==> src/rtl/mpi_tick_sequencer.sv <==
// Run controller for the MPI-partitioned simulation top: sequences the DUT reset
// window, init/run work ticks, acknowledge pacing and finalize on completion or fault.
module mpi_tick_sequencer #(
   parameter int unsigned RESET_TICKS    = 5,
   parameter int unsigned RUN_TICKS      = 20,
   parameter int unsigned TIMEOUT_CYCLES = 1024,
   parameter int unsigned CNT_W          = 16
) (
   input  logic             clk_i,
   input  logic             rst_i,
   input  logic             start_i,
   input  logic             valid_i,
   input  logic [31:0]      rank_i,
   output logic             dut_rstn_o,
   output logic             mpi_work_o,
   output logic             finalize_o,
   output logic [CNT_W-1:0] tick_cnt_o,
   output logic [31:0]      rank_o,
   output logic             busy_o,
   output logic             done_o,
   output logic             error_o
);
   localparam int unsigned TO_W = $clog2(TIMEOUT_CYCLES + 1);

   typedef enum logic [3:0] {
      S_IDLE,
      S_INIT_PULSE,
      S_INIT_GAP,
      S_RELEASE,
      S_RUN_PULSE,
      S_RUN_WAIT,
      S_FINALIZE,
      S_DONE,
      S_ERROR
   } state_t;

   state_t           state, state_n;
   logic [CNT_W-1:0] init_cnt, init_cnt_n;
   logic [CNT_W-1:0] tick_cnt_n;
   logic [TO_W-1:0]  to_cnt, to_cnt_n;
   logic             rank_vld, rank_vld_n;
   logic [31:0]      rank_n;

   always_comb begin
      state_n    = state;
      init_cnt_n = init_cnt;
      tick_cnt_n = tick_cnt_o;
      to_cnt_n   = to_cnt;
      rank_vld_n = rank_vld;
      rank_n     = rank_o;
      case (state)
         S_IDLE, S_DONE, S_ERROR: begin
            if (start_i) begin
               state_n    = S_INIT_PULSE;
               init_cnt_n = '0;
               tick_cnt_n = '0;
               to_cnt_n   = '0;
               rank_vld_n = 1'b0;
            end
         end
         S_INIT_PULSE: state_n = S_INIT_GAP;
         S_INIT_GAP: begin
            init_cnt_n = init_cnt + CNT_W'(1);
            state_n    = (init_cnt_n == CNT_W'(RESET_TICKS)) ? S_RELEASE : S_INIT_PULSE;
         end
         S_RELEASE: state_n = S_RUN_PULSE;
         S_RUN_PULSE: begin
            to_cnt_n = '0;
            state_n  = S_RUN_WAIT;
         end
         S_RUN_WAIT: begin
            if (valid_i) begin
               tick_cnt_n = tick_cnt_o + CNT_W'(1);
               if (!rank_vld) begin
                  rank_n     = rank_i;
                  rank_vld_n = 1'b1;
               end
               // A rank change after the first acknowledge is a fault, even on the last tick.
               if (rank_vld && (rank_i != rank_o)) begin
                  state_n = S_ERROR;
               end else if (tick_cnt_n == CNT_W'(RUN_TICKS)) begin
                  state_n = S_FINALIZE;
               end else begin
                  state_n = S_RUN_PULSE;
               end
            end else begin
               to_cnt_n = to_cnt + TO_W'(1);
               if (to_cnt_n == TO_W'(TIMEOUT_CYCLES)) begin
                  state_n = S_ERROR;
               end
            end
         end
         S_FINALIZE: state_n = S_DONE;
         default:    state_n = S_IDLE;
      endcase
   end

   // Outputs are registered from the next state so each lines up with the state it describes.
   always_ff @(posedge clk_i or posedge rst_i) begin
      if (rst_i) begin
         state      <= S_IDLE;
         init_cnt   <= '0;
         to_cnt     <= '0;
         rank_vld   <= 1'b0;
         tick_cnt_o <= '0;
         rank_o     <= '0;
         dut_rstn_o <= 1'b0;
         mpi_work_o <= 1'b0;
         finalize_o <= 1'b0;
         busy_o     <= 1'b0;
         done_o     <= 1'b0;
         error_o    <= 1'b0;
      end else begin
         state      <= state_n;
         init_cnt   <= init_cnt_n;
         to_cnt     <= to_cnt_n;
         rank_vld   <= rank_vld_n;
         tick_cnt_o <= tick_cnt_n;
         rank_o     <= rank_n;
         dut_rstn_o <= state_n inside {S_RELEASE, S_RUN_PULSE, S_RUN_WAIT,
                                       S_FINALIZE, S_DONE, S_ERROR};
         mpi_work_o <= state_n inside {S_INIT_PULSE, S_RUN_PULSE};
         finalize_o <= state_n inside {S_FINALIZE, S_DONE, S_ERROR};
         busy_o     <= !(state_n inside {S_IDLE, S_DONE, S_ERROR});
         done_o     <= (state_n == S_DONE);
         error_o    <= (state_n == S_ERROR);
      end
   end

endmodule

==> config.mk <==
export PLATFORM = sky130hd
export DESIGN_NAME = mpi_tick_sequencer
export DESIGN_NICKNAME = d
export VERILOG_FILES = /design/src/rtl/mpi_tick_sequencer.sv
export SDC_FILE = /design/constraint.sdc
export NUM_CORES = 1
export LEC_CHECK = 0
export CAP_MARGIN = 20
export CORE_MARGIN = 2
export CORE_UTILIZATION = 40
export CTS_BUF_LIST = sky130_fd_sc_hd__clkbuf_8
export DETAILED_ROUTE_END_ITERATION = 7
export HOLD_SLACK_MARGIN = 0.03
export PLACE_DENSITY = 0.71
export SYNTH_ARGS = -nofsm -noshare
export SYNTH_HDL_FRONTEND = slang
export SYNTH_SLANG_ARGS = --single-unit
==> constraint.sdc <==
create_clock -name clk_i -period 4.4 [get_ports clk_i]
set_clock_uncertainty 0.05 [all_clocks]
set_input_delay 0.88 -clock clk_i [delete_from_list [all_inputs] [get_ports clk_i]]
set_output_delay 0.88 -clock clk_i [all_outputs]
set_load 0.01 [all_outputs]
==> results of run 1 <==
-- placed cells by master, fill, tap and decap left out, drive strengths merged, types with 3 or more instances in the layout --
cell type,instances
a21oi,9
a22o,3
a31oi,12
and2,8
and3,11
buf,7
clkbuf,9
clkdlybuf4s50,89
clkinv,4
dfrtp,86
ha,4
inv,13
mux2,33
nand2,36
nand2b,3
nand3,18
nand4,19
nor2,35
nor2b,3
nor3,12
nor4,9
o21a,3
o21ai,65
o31ai,12
o41ai,3
xnor2,6
xor2,36
-- cells by family (layout without fill, tap and decap cells) --
family	after synthesis	in the layout	synth area share, %
adders and majority gates	4	4	1.039
DFF	86	86	44.68
xor gates and xnor gates	42	42	7.636
muxes	33	33	7.792
and+or+nand+nor	167	167	19.01
buffers and inverters	39	124	3.792
AOI/OAI and AO/OA	124	124	16.05
-- layout make-up --
cell class / instances / area (um^2) / area share, %
clock buffers: 9 / 123.9 / 2.064
flip-flops and latches: 86 / 2152 / 35.86
well taps: 147 / 183.9 / 3.064
clock inverters: 7 / 67.56 / 1.126
repair buffers: 96 / 943.4 / 15.72
multi-input cells: 370 / 2485 / 41.40
inverters: 12 / 46.29 / 0.7713
-- critical path, delay by kind of cell --
family                    cells  cell delay, ns
buffers and inverters         1            0.43
AOI/OAI and AO/OA             3            0.75
xor gates and xnor gates      1            0.15
and+or+nand+nor               3            0.93
-- metrics by stage --
stage	cell area, um^2	power (mW)	util (%)	worst slack (ns)	std cells
floorplan	4817	1.991	-	1.248	495
global placement	5811	2.547	48.99	1.169	711
detailed placement	5811	2.579	48.99	1.067	711
CTS	6002	3.144	50.60	1.453	727
global route	6002	3.323	50.60	1.334	727
finish	6002	3.118	50.60	1.475	727
-- layer usage --
layer	part of all wire (%)	up-vias	wire length, um	track usage (%)
met4	1.7	0	194	6.098
met1	44	2006	5114	24.62
met2	50	94	5774	30.62
met3	3.8	13	436	3.241
li1	-	1964	-	-
met5	0	-	0	0
-- synth_stat cells, types with 11 or more instances --
cell type / instances
a31oi_1: 12
nand3_1: 17
nand2_1: 36
xor2_1: 36
nand4_1: 17
clkbuf_1: 13
dfrtp_1: 86
o31ai_1: 12
mux2_2: 32
nor2_1: 35
inv_1: 12
nor3_1: 11
o21ai_0: 65
-- report_power, final --
group / internal [mW] / switching (mW)
clock: 0.260 / 0.291
sequential: 1.01 / 0.246
combinational: 0.704 / 0.610
-- how the worst max path moves through the flow --
stage                           from                    to  slack, ns  cells past startpoint
after floorplan                rst_i      busy_o$_DFF_PP0_       1.25                      1
after global placement    rank_i[10]  mpi_work_o$_DFF_PP0_       1.17                      8
after detailed placement  rank_i[10]  dut_rstn_o$_DFF_PP0_       1.07                      8
after CTS                 rank_i[10]  dut_rstn_o$_DFF_PP0_       1.45                      8
after global routing      rank_i[10]  dut_rstn_o$_DFF_PP0_       1.33                      8
final                     rank_i[10]  dut_rstn_o$_DFF_PP0_       1.48                      8
-- registers in the layout, indices dropped and copies added (netlist names) --
| register | count |
|---|---|
| busy_o | 1 |
| rank_o | 32 |
| tick_cnt_o | 16 |
| dut_rstn_o | 1 |
| done_o | 1 |
| state | 4 |
| finalize_o | 1 |
| mpi_work_o | 1 |
| rank_vld | 1 |
| to_cnt | 11 |
| error_o | 1 |
| init_cnt | 16 |
==> summary.txt, run 1 <==
Setup path
  – Number of cells on the worst reg-to-reg path: 6
  – Worst endpoint required time: 4.62 ns
  – Critical path launch point type: input pin
  – Launch instance of the worst register-to-register path: state[2]$_DFF_PP0_
  – Register-to-register setup slack: 1.92 ns
  – Slowest stage delay, CP: ~0.5 ns
  – RR Endpoint: dut_rstn_o$_DFF_PP0_
  – Kind of end point of the critical path: flip-flop
  – Start-to-end type of the worst setup path: input pin to flip-flop
  – Worst-path fanout max: 4
  – Critical-path cell list: clkdlybuf4s50_1 -> xor2_1 -> nor4_1 -> nand4_1 -> o21ai_0 -> and4b_1 -> a41oi_2 -> o211ai_1
  – Crit path DAT: 3.15 ns
  – Slowest CP cell: nor4_1

STA
  – Transition time at the pin with the least slew margin: 0.5994 ns
  – Fraction of the cycle the final worst path needs: between 60% and 70%
  – Total negative slack for setup checks: 0 ns
  – Final setup violation count: 0
  – Final Hold Slack: ~0.46 ns
  – Final critical path time including I/O delays and setup: just under 3 ns
  – Upper clock frequency limit: between 300 and 400 MHz
  – Unrepaired setup endpoints after global routing: false
  – Max-slew violation total from the final report: 0
  – Slew Limit Headroom: 59.94%
  – Number of hold violations in the final report: 0

Logic synthesis
  – Post-synthesis net count: 535
  – Asr flop ratio synth: 100.0%
  – Post-synth cell types: 59
  – Syn Area/Cell: 9.732 um^2
  – Flip-flop and latch count after synthesis: 86
  – Sequential-to-total area share from yosys stat: 44.68%
  – Number of synthesized flops with an enable pin: 0
  – Library cell with the largest summed area after synthesis: dfrtp_1
  – Synth warnings: 0
  – Share of Yosys cell area claimed by the top area cell type: 44.68%
  – Dominant synthesized flop cell: dfrtp_1
  – Area of the mapped netlist: 4817 um^2
  – Synth top area cells: dfrtp_1 45%, mux2_2 7.5%, o21ai_0 6.8%, xor2_1 6.5%, nand2_1 2.8%
  – Number of standard cells after synthesis: 495

Detailed routing
  – Drt initial violations: 133
  – Via count: 4077
  – Number of DRC violations after detailed routing: 0
  – Initial DRT Pass Iterations: 5
  – Total wire length after detailed routing: approximately 12000 um
  – Wire per inst: 15.85 um
  – Via-per-instance ratio: approximately 5.6
  – Number of antenna-violating nets in the routed design: 0

Run
  – Max capacitance violation total: 0

Final layout
  – Fill cells: 1072
  – Final antenna diode count: 0
  – Area grow syn2layout: 24.60%
  – Proportion of layout cells with a drive suffix above 1: 11.90%
  – Final Net Count: roughly 620

GRT
  – Initial antenna violation count: 0
  – Global-route wire length before repair: 19280 um
  – Pin count of the biggest net entering global routing: 36
  – GRT Residual Overflow: 0
  – Via count of the first global-routing pass: 3836
  – GRT Util Overall: 18.44%

CTS
  – Worst-skew pair later-pin latency: 0.36 ns
  – Max Root-Sink Buffers: 2
  – Number of clock buffers inserted by TritonCTS: 9
  – Clock-pin slew of the registers on the worst-case setup and hold paths: 0.09 ns
  – CTS tree: built
  – Number of clock sinks: 86
  – Number of buffers inserted by hold repair at cts: 0
  – Post_cts resized: 0
  – Post-CTS setup buffers: 0
  – Clock root buffer: clkbuf_8
  – Clock H-tree levels: 3

Place
  – IO Port Bufs: 89
  – GP Congestion: 0.8023
  – Placed wire-length estimate after detailed placement: 8157 um

Floorplanning
  – Initial standard-cell utilization of the core: 40.61%
  – I/O pin total: 90
  – Die area: around 13000 um^2
  – Vert. Die Dim: 113.7 um
  – Die Span X: 113.7 um
  – Placement Rows: 40
  – Standard cell core area: 11860 um^2

Min path
  – Class of the tightest hold or removal check: flip-flop to flip-flop
  – Hold path start: to_cnt[6]$_DFFE_PP0P_
  – Hold Path Cell Cnt: 1
  – Terminating pin of the worst hold path: to_cnt[6]$_DFFE_PP0P_

Power and ir drop
  – Leakage power total: 2.547 nW
  – Peak supply drop: around 0.36 mV
  – Areal power density over the cells: 519.5 nW/um^2

Outcome
  – Status: finished clean
Power figures use the tool's default switching activity.
==> run 2: changes to the inputs <==
--- a/config.mk
+++ b/config.mk
@@ -11,7 +11,7 @@
 export CTS_BUF_LIST = sky130_fd_sc_hd__clkbuf_8
 export DETAILED_ROUTE_END_ITERATION = 7
 export HOLD_SLACK_MARGIN = 0.03
-export PLACE_DENSITY = 0.71
+export PLACE_DENSITY = 0.73
 export SYNTH_ARGS = -nofsm -noshare
 export SYNTH_HDL_FRONTEND = slang
 export SYNTH_SLANG_ARGS = --single-unit
==> constraint.sdc (replaced) <==
create_clock -name clk_i -period 2.4 [get_ports clk_i]
set_clock_uncertainty 0.05 [all_clocks]
set_input_delay 0.48 -clock clk_i [delete_from_list [all_inputs] [get_ports clk_i]]
set_output_delay 0.48 -clock clk_i [all_outputs]
set_load 0.01 [all_outputs]
==> summary.txt, run 2 (synthesis results as in run 1) <==
Place
  – GP Congestion: ~0.82
  – Post-placement cell area: 5976 um^2
  – Placed wire-length estimate after detailed placement: 8391 um
  – IO Port Bufs: 89

Floorplanning
  – Die Span X: around 110 um
  – Initial standard-cell utilization of the core: 40.61%
  – I/O pin total: 90
  – Die area: 12940 um^2
  – Placement Rows: 40
  – Standard cell core area: 11860 um^2
  – Vert. Die Dim: 113.7 um

Setup path
  – Slowest stage delay, CP: 0.43 ns
  – Worst-path fanout max: 4
  – Register-to-register setup slack: 0.17 ns
  – Start-to-end type of the worst setup path: input pin to flip-flop
  – Critical path launch point type: input pin
  – Critical-path cell list: clkdlybuf4s50_1 -> xor2_1 -> nor4_1 -> nand4_1 -> o21ai_1 -> buf_4 -> and4b_1 -> a41oi_2 -> o211ai_1
  – Launching instance or port of the critical path: rank_i[10]
  – Crit path DAT: between 2 and 2.5 ns
  – Kind of end point of the critical path: flip-flop
  – Worst endpoint required time: 2.63 ns
  – Launch instance of the worst register-to-register path: init_cnt[0]$_DFFE_PP0P_
  – Slowest CP cell: clkdlybuf4s50_1

GRT
  – Global-route wire length before repair: 19130 um
  – Via count of the first global-routing pass: 3999
  – Pin count of the biggest net entering global routing: 50
  – Initial antenna violation count: 0
  – GRT Util Overall: 18.36%
  – GRT Residual Overflow: 0

STA
  – Number of hold violations in the final report: 0
  – Upper clock frequency limit: between 400 and 500 MHz
  – Slew Limit Headroom: between 50% and 60%
  – Fraction of the cycle the final worst path needs: 93.79%
  – Final setup violation count: 0
  – Transition time at the pin with the least slew margin: slightly above 0.6 ns
  – Final Hold Slack: 0.3829 ns
  – Final critical path time including I/O delays and setup: 2.251 ns
  – Unrepaired setup endpoints after global routing: false
  – Max-slew violation total from the final report: 0

CTS
  – Post_cts resized: 0
  – Post-CTS setup buffers: 0
  – CTS tree: built
  – Clock H-tree levels: 3
  – Number of buffers inserted by hold repair at cts: 0
  – Number of clock sinks: between 80 and 90
  – Worst-skew pair later-pin latency: 0.36 ns
  – Number of clock buffers inserted by TritonCTS: 9
  – Clock root buffer: clkbuf_8
  – Max Root-Sink Buffers: 2
  – Clock-pin slew of the registers on the worst-case setup and hold paths: approximately 0.080 ns

Detailed routing
  – Total wire length after detailed routing: 11720 um
  – Wire per inst: ~16 um
  – Number of antenna-violating nets in the routed design: 0
  – Number of DRC violations after detailed routing: 0
  – Via count: 4168
  – Via-per-instance ratio: 5.580
  – Drt initial violations: approximately 190
  – Initial DRT Pass Iterations: 5

Final layout
  – Area grow syn2layout: 28.34%
  – Fin area: 6182 um^2
  – Registers with the most flip-flops: rank_o: 32 flops, init_cnt: 16 flops, tick_cnt_o: 16 flops
  – Final standard cell utilization of the core: 52.12%
  – Fill cells: 1043
  – Proportion of layout cells with a drive suffix above 1: 15.67%
  – Most common cell after layout, fill and taps aside: clkdlybuf4s50_1
  – Multi-input gate area in the final layout: 2506 um^2
  – Commonest non-fill, non-tap cells in the layout: 88 x clkdlybuf4s50_1, 86 x dfrtp_1, 64 x o21ai_0, 36 x nand2_1, 36 x xor2_1
  – Final Net Count: about 640
  – Final antenna diode count: 0
  – Area taken by flip-flops and latches: 2152 um^2
  – Register with the highest flop count: rank_o
  – Number of flip-flops in the largest register: 32

Min path
  – Hold path start: rank_i[2]
  – Class of the tightest hold or removal check: input pin to flip-flop

Run
  – Max capacitance violation total: 0

Outcome
  – Status: finished clean

Power and ir drop
  – Leakage power total: between 2 and 3 nW
  – Peak supply drop: about 0.65 mV
  – Areal power density over the cells: between 900 and 1000 nW/um^2
  – Total power of the final layout: 5.825 mW
==> run 2: cell count changes in the layout (fill, tap and decap cells not counted), sizes merged, moves of 2 or more <==
cell      before  now
buf            7   28
clkbuf         9   11
clkinv         4    1
clkinvlp       1    3
==> run 2: power by group <==
| group | switching [mW] | total, mW | leakage (nW) | internal, mW |
|---|---|---|---|---|
| Clock | 0.526 | 0.948 | 0.0886 | 0.422 |
| Combinational | 1.21 | 2.61 | 1.44 | 1.40 |
| Sequential | 0.418 | 2.27 | 1.12 | 1.85 |
==> run 2: layout make-up <==
type | count | share of cell area [%]
multi-input combinational | 370 | 40.54
sequential | 86 | 34.81
timing repair buffer | 117 | 18.05
tap | 147 | 2.975
clock buffer | 11 | 2.449
inverter | 12 | 0.7893
clock inverter | 4 | 0.3845
==> run 2: critical path: cells and delay by family <==
family / cells / cell delay (ns)
and+or+nand+nor: 3 / 0.74
buffers and inverters: 2 / 0.57
AOI/OAI and AO/OA: 3 / 0.52
xor gates and xnor gates: 1 / 0.16
==> run 2: per-stage QoR <==
step	TNS [ns]	setup WS (ns)	std cells
after floorplan	0	0.3082	495
after global placement	-2.874	-0.2934	731
after detailed placement	-3.701	-0.3016	731
after CTS	0	0.08322	746
after global routing	0	0.001014	747
final	0	0.1491	747
==> run 2: final timing paths <==
path | cells after the start | to
hold / removal | 2 | rank_o[2]$_DFFE_PP0P_
setup / recovery | 9 | dut_rstn_o$_DFF_PP0_
hold reg to reg | 1 | init_cnt[15]$_DFFE_PP0P_
min in group asynchronous | 3 | rank_o[29]$_DFFE_PP0P_
max in group asynchronous | 3 | finalize_o$_DFF_PP0_
setup reg to reg | 8 | dut_rstn_o$_DFF_PP0_
==> run 2: layer usage <==
metal | vias up | share of wire (%) | track usage [%]
met5 | - | 0 | 0
met3 | 15 | 4.1 | 4.304
met4 | 0 | 1.6 | 5.691
met2 | 108 | 49 | 29.98
met1 | 2041 | 46 | 24.43
li1 | 2004 | - | -
==> run 3: changes to the inputs <==
--- a/config.mk
+++ b/config.mk
@@ -12,6 +12,7 @@
 export DETAILED_ROUTE_END_ITERATION = 7
 export HOLD_SLACK_MARGIN = 0.03
 export PLACE_DENSITY = 0.73
+export SLEW_MARGIN = 20
 export SYNTH_ARGS = -nofsm -noshare
 export SYNTH_HDL_FRONTEND = slang
 export SYNTH_SLANG_ARGS = --single-unit
==> summary.txt, run 3 (synthesis results as in run 1) <==
STA
  – Final critical path time including I/O delays and setup: 2.244 ns
  – Final Hold Slack: between 0.3 and 0.4 ns
  – Upper clock frequency limit: 445.7 MHz
  – Final WS setup: between 0.15 and 0.2 ns
  – Number of hold violations in the final report: 0
  – Max-slew violation total from the final report: 0
  – Unrepaired setup endpoints after global routing: false
  – Transition time at the pin with the least slew margin: about 0.7 ns
  – Final setup violation count: 0
  – Slew Limit Headroom: 52.92%
  – Fraction of the cycle the final worst path needs: 93.48%

Setup path
  – Launch instance of the worst register-to-register path: init_cnt[0]$_DFFE_PP0P_
  – Kind of end point of the critical path: flip-flop
  – Worst endpoint required time: 2.63 ns
  – Start-to-end type of the worst setup path: input pin to flip-flop
  – Critical-path cell list: clkdlybuf4s50_1 -> xor2_1 -> nor4_1 -> nand4_1 -> o21ai_1 -> buf_4 -> and4b_1 -> a41oi_2 -> o211ai_1
  – Worst-path fanout max: 4
  – Slowest CP cell: clkdlybuf4s50_1
  – Crit path DAT: approximately 2.5 ns
  – Slowest stage delay, CP: about 0.43 ns
  – RR Endpoint: dut_rstn_o$_DFF_PP0_
  – Register-to-register setup slack: 0.17 ns
  – Critical path launch point type: input pin
  – Number of cells on the worst reg-to-reg path: 8

Final layout
  – Register with the highest flop count: rank_o
  – Commonest non-fill, non-tap cells in the layout: 88 x clkdlybuf4s50_1, 86 x dfrtp_1, 64 x o21ai_0, 36 x nand2_1, 36 x xor2_1
  – Most common cell after layout, fill and taps aside: clkdlybuf4s50_1
  – Final antenna diode count: 0
  – Area grow syn2layout: 28.26%
  – Final Net Count: 635
  – Proportion of layout cells with a drive suffix above 1: between 10% and 20%
  – Number of flip-flops in the largest register: 32
  – Registers with the most flip-flops: rank_o: 32 flops, init_cnt: 16 flops, tick_cnt_o: 16 flops
  – Fill cells: 1041

Power and ir drop
  – Psw: 2.165 mW
  – Sequential share of power: 38.9%
  – Switching portion of total power: 37.15%
  – Clock network power share: 16.3%
  – Leakage power total: 2.648 nW
  – Internal power of the cells: 3.662 mW
  – Areal power density over the cells: 943.2 nW/um^2
  – Total power of the final layout: 5.827 mW
  – Peak supply drop: 0.6521 mV
  – Logic gate share of total power: 44.8%

Detailed routing
  – Number of antenna-violating nets in the routed design: 0
  – Number of DRC violations after detailed routing: 0
  – Via count: ~4100
  – Initial DRT Pass Iterations: 4
  – Wire per inst: approximately 16 um
  – Drt initial violations: between 150 and 200
  – Total wire length after detailed routing: 11760 um
  – Via-per-instance ratio: 5.540

CTS
  – Clock root buffer: clkbuf_8
  – CTS tree: built
  – Clock-pin slew of the registers on the worst-case setup and hold paths: 0.08 ns
  – Worst-skew pair later-pin latency: 0.36 ns
  – Max Root-Sink Buffers: 2
  – Number of clock sinks: 86
  – Clock H-tree levels: 3
  – Post-CTS setup buffers: 0
  – Number of buffers inserted by hold repair at cts: 0
  – Number of clock buffers inserted by TritonCTS: 9

GRT
  – GRT Util Overall: a little under a fifth
  – GRT Max-Usage Layer: met2
  – Initial antenna violation count: 0
  – Global-route wire length before repair: 19130 um
  – GR Util met2: between 20% and 30%
  – Pin count of the biggest net entering global routing: 50
  – Global routing usage on met3: 4.304%
  – Met1 routing resource usage after global routing: 24.43%
  – Via count of the first global-routing pass: 3999
  – GRT Residual Overflow: 0

Outcome
  – Status: finished clean

Min path
  – Hold Path Cell Cnt: 2
  – Hold path start: rank_i[2]
  – Terminating pin of the worst hold path: rank_o[2]$_DFFE_PP0P_
  – Class of the tightest hold or removal check: input pin to flip-flop

Floorplanning
  – Die Span X: around 110 um
  – Die area: 12940 um^2
  – Initial standard-cell utilization of the core: between 40 and 50%
  – Standard cell core area: 11860 um^2
  – Vert. Die Dim: approximately 110 um
  – Placement Rows: 40
  – I/O pin total: 90

Place
  – GP Congestion: 0.8174
  – IO Port Bufs: just under 90
  – Placed wire-length estimate after detailed placement: between 8000 and 9000 um
  – Post-placement setup slack: -0.3016 ns

Run
  – Max capacitance violation total: 0
run 3: metrics by stage:
| step | util, % | cells | instance area [um^2] | TNS, ns |
|---|---|---|---|---|
| final | 52.09 | 746 | 6178 | 0 |
| after global routing | 52.09 | 746 | 6178 | 0 |
| after CTS | 51.86 | 746 | 6151 | 0 |
| after detailed placement | 50.38 | 731 | 5976 | -3.701 |
| after global placement | 50.38 | 731 | 5976 | -2.874 |
| after floorplan | - | 495 | 4821 | 0 |
run 3: power by group through the flow:
stage / sequential [mW] / clock (mW) / combinational, mW
2_1_floorplan: 2.34 / 0 / 1.31
3_3_place_gp: 2.27 / 0 / 2.52
3_5_place_dp: 2.29 / 0 / 2.57
4_1_cts: 2.26 / 0.966 / 2.58
5_1_grt: 2.33 / 1.04 / 2.84
6_report: 2.27 / 0.952 / 2.61
run 3: worst max-delay path by stage:
stage          depth (start not counted)                 startpoint                    to
2_1_floorplan                          9  tick_cnt_o[2]$_DFFE_PP0P_  mpi_work_o$_DFF_PP0_
3_5_place_dp                          10                 rank_i[22]  mpi_work_o$_DFF_PP0_
4_1_cts                               10                 rank_i[22]  dut_rstn_o$_DFF_PP0_
3_3_place_gp                          10                 rank_i[28]  mpi_work_o$_DFF_PP0_
5_1_grt                               10                 rank_i[21]  finalize_o$_DFF_PP0_
6_report                               9                 rank_i[10]  dut_rstn_o$_DFF_PP0_
run 3: critical path: cells and delay by family:
family | cells | cell delay, ns
buf+inv | 2 | 0.57
xor+xnor | 1 | 0.16
simple gates | 3 | 0.74
compound gates | 3 | 0.52
run 3: timing repair:
item | in CTS | in global routing
resized for setup | 0 | 7
endpoints found under the hold margin | 0 | 0
setup endpoints to repair | 0 | 4
run 3: area by class of cell:
type	instances	area [um^2]	area share [%]
clock buffer	11	151.4	2.450
timing repair buffer	116	1109	17.94
inverter	12	48.80	0.7898
clock inverter	4	23.77	0.3848
sequential	86	2152	34.83
multi-input combinational	370	2510	40.62
tap	147	183.9	2.977
run 3: layer usage:
layer	vias up	part of all wire, %
met5	-	0
met4	0	1.8
met3	17	3.2
met2	80	48
met1	2032	47
li1	2004	-
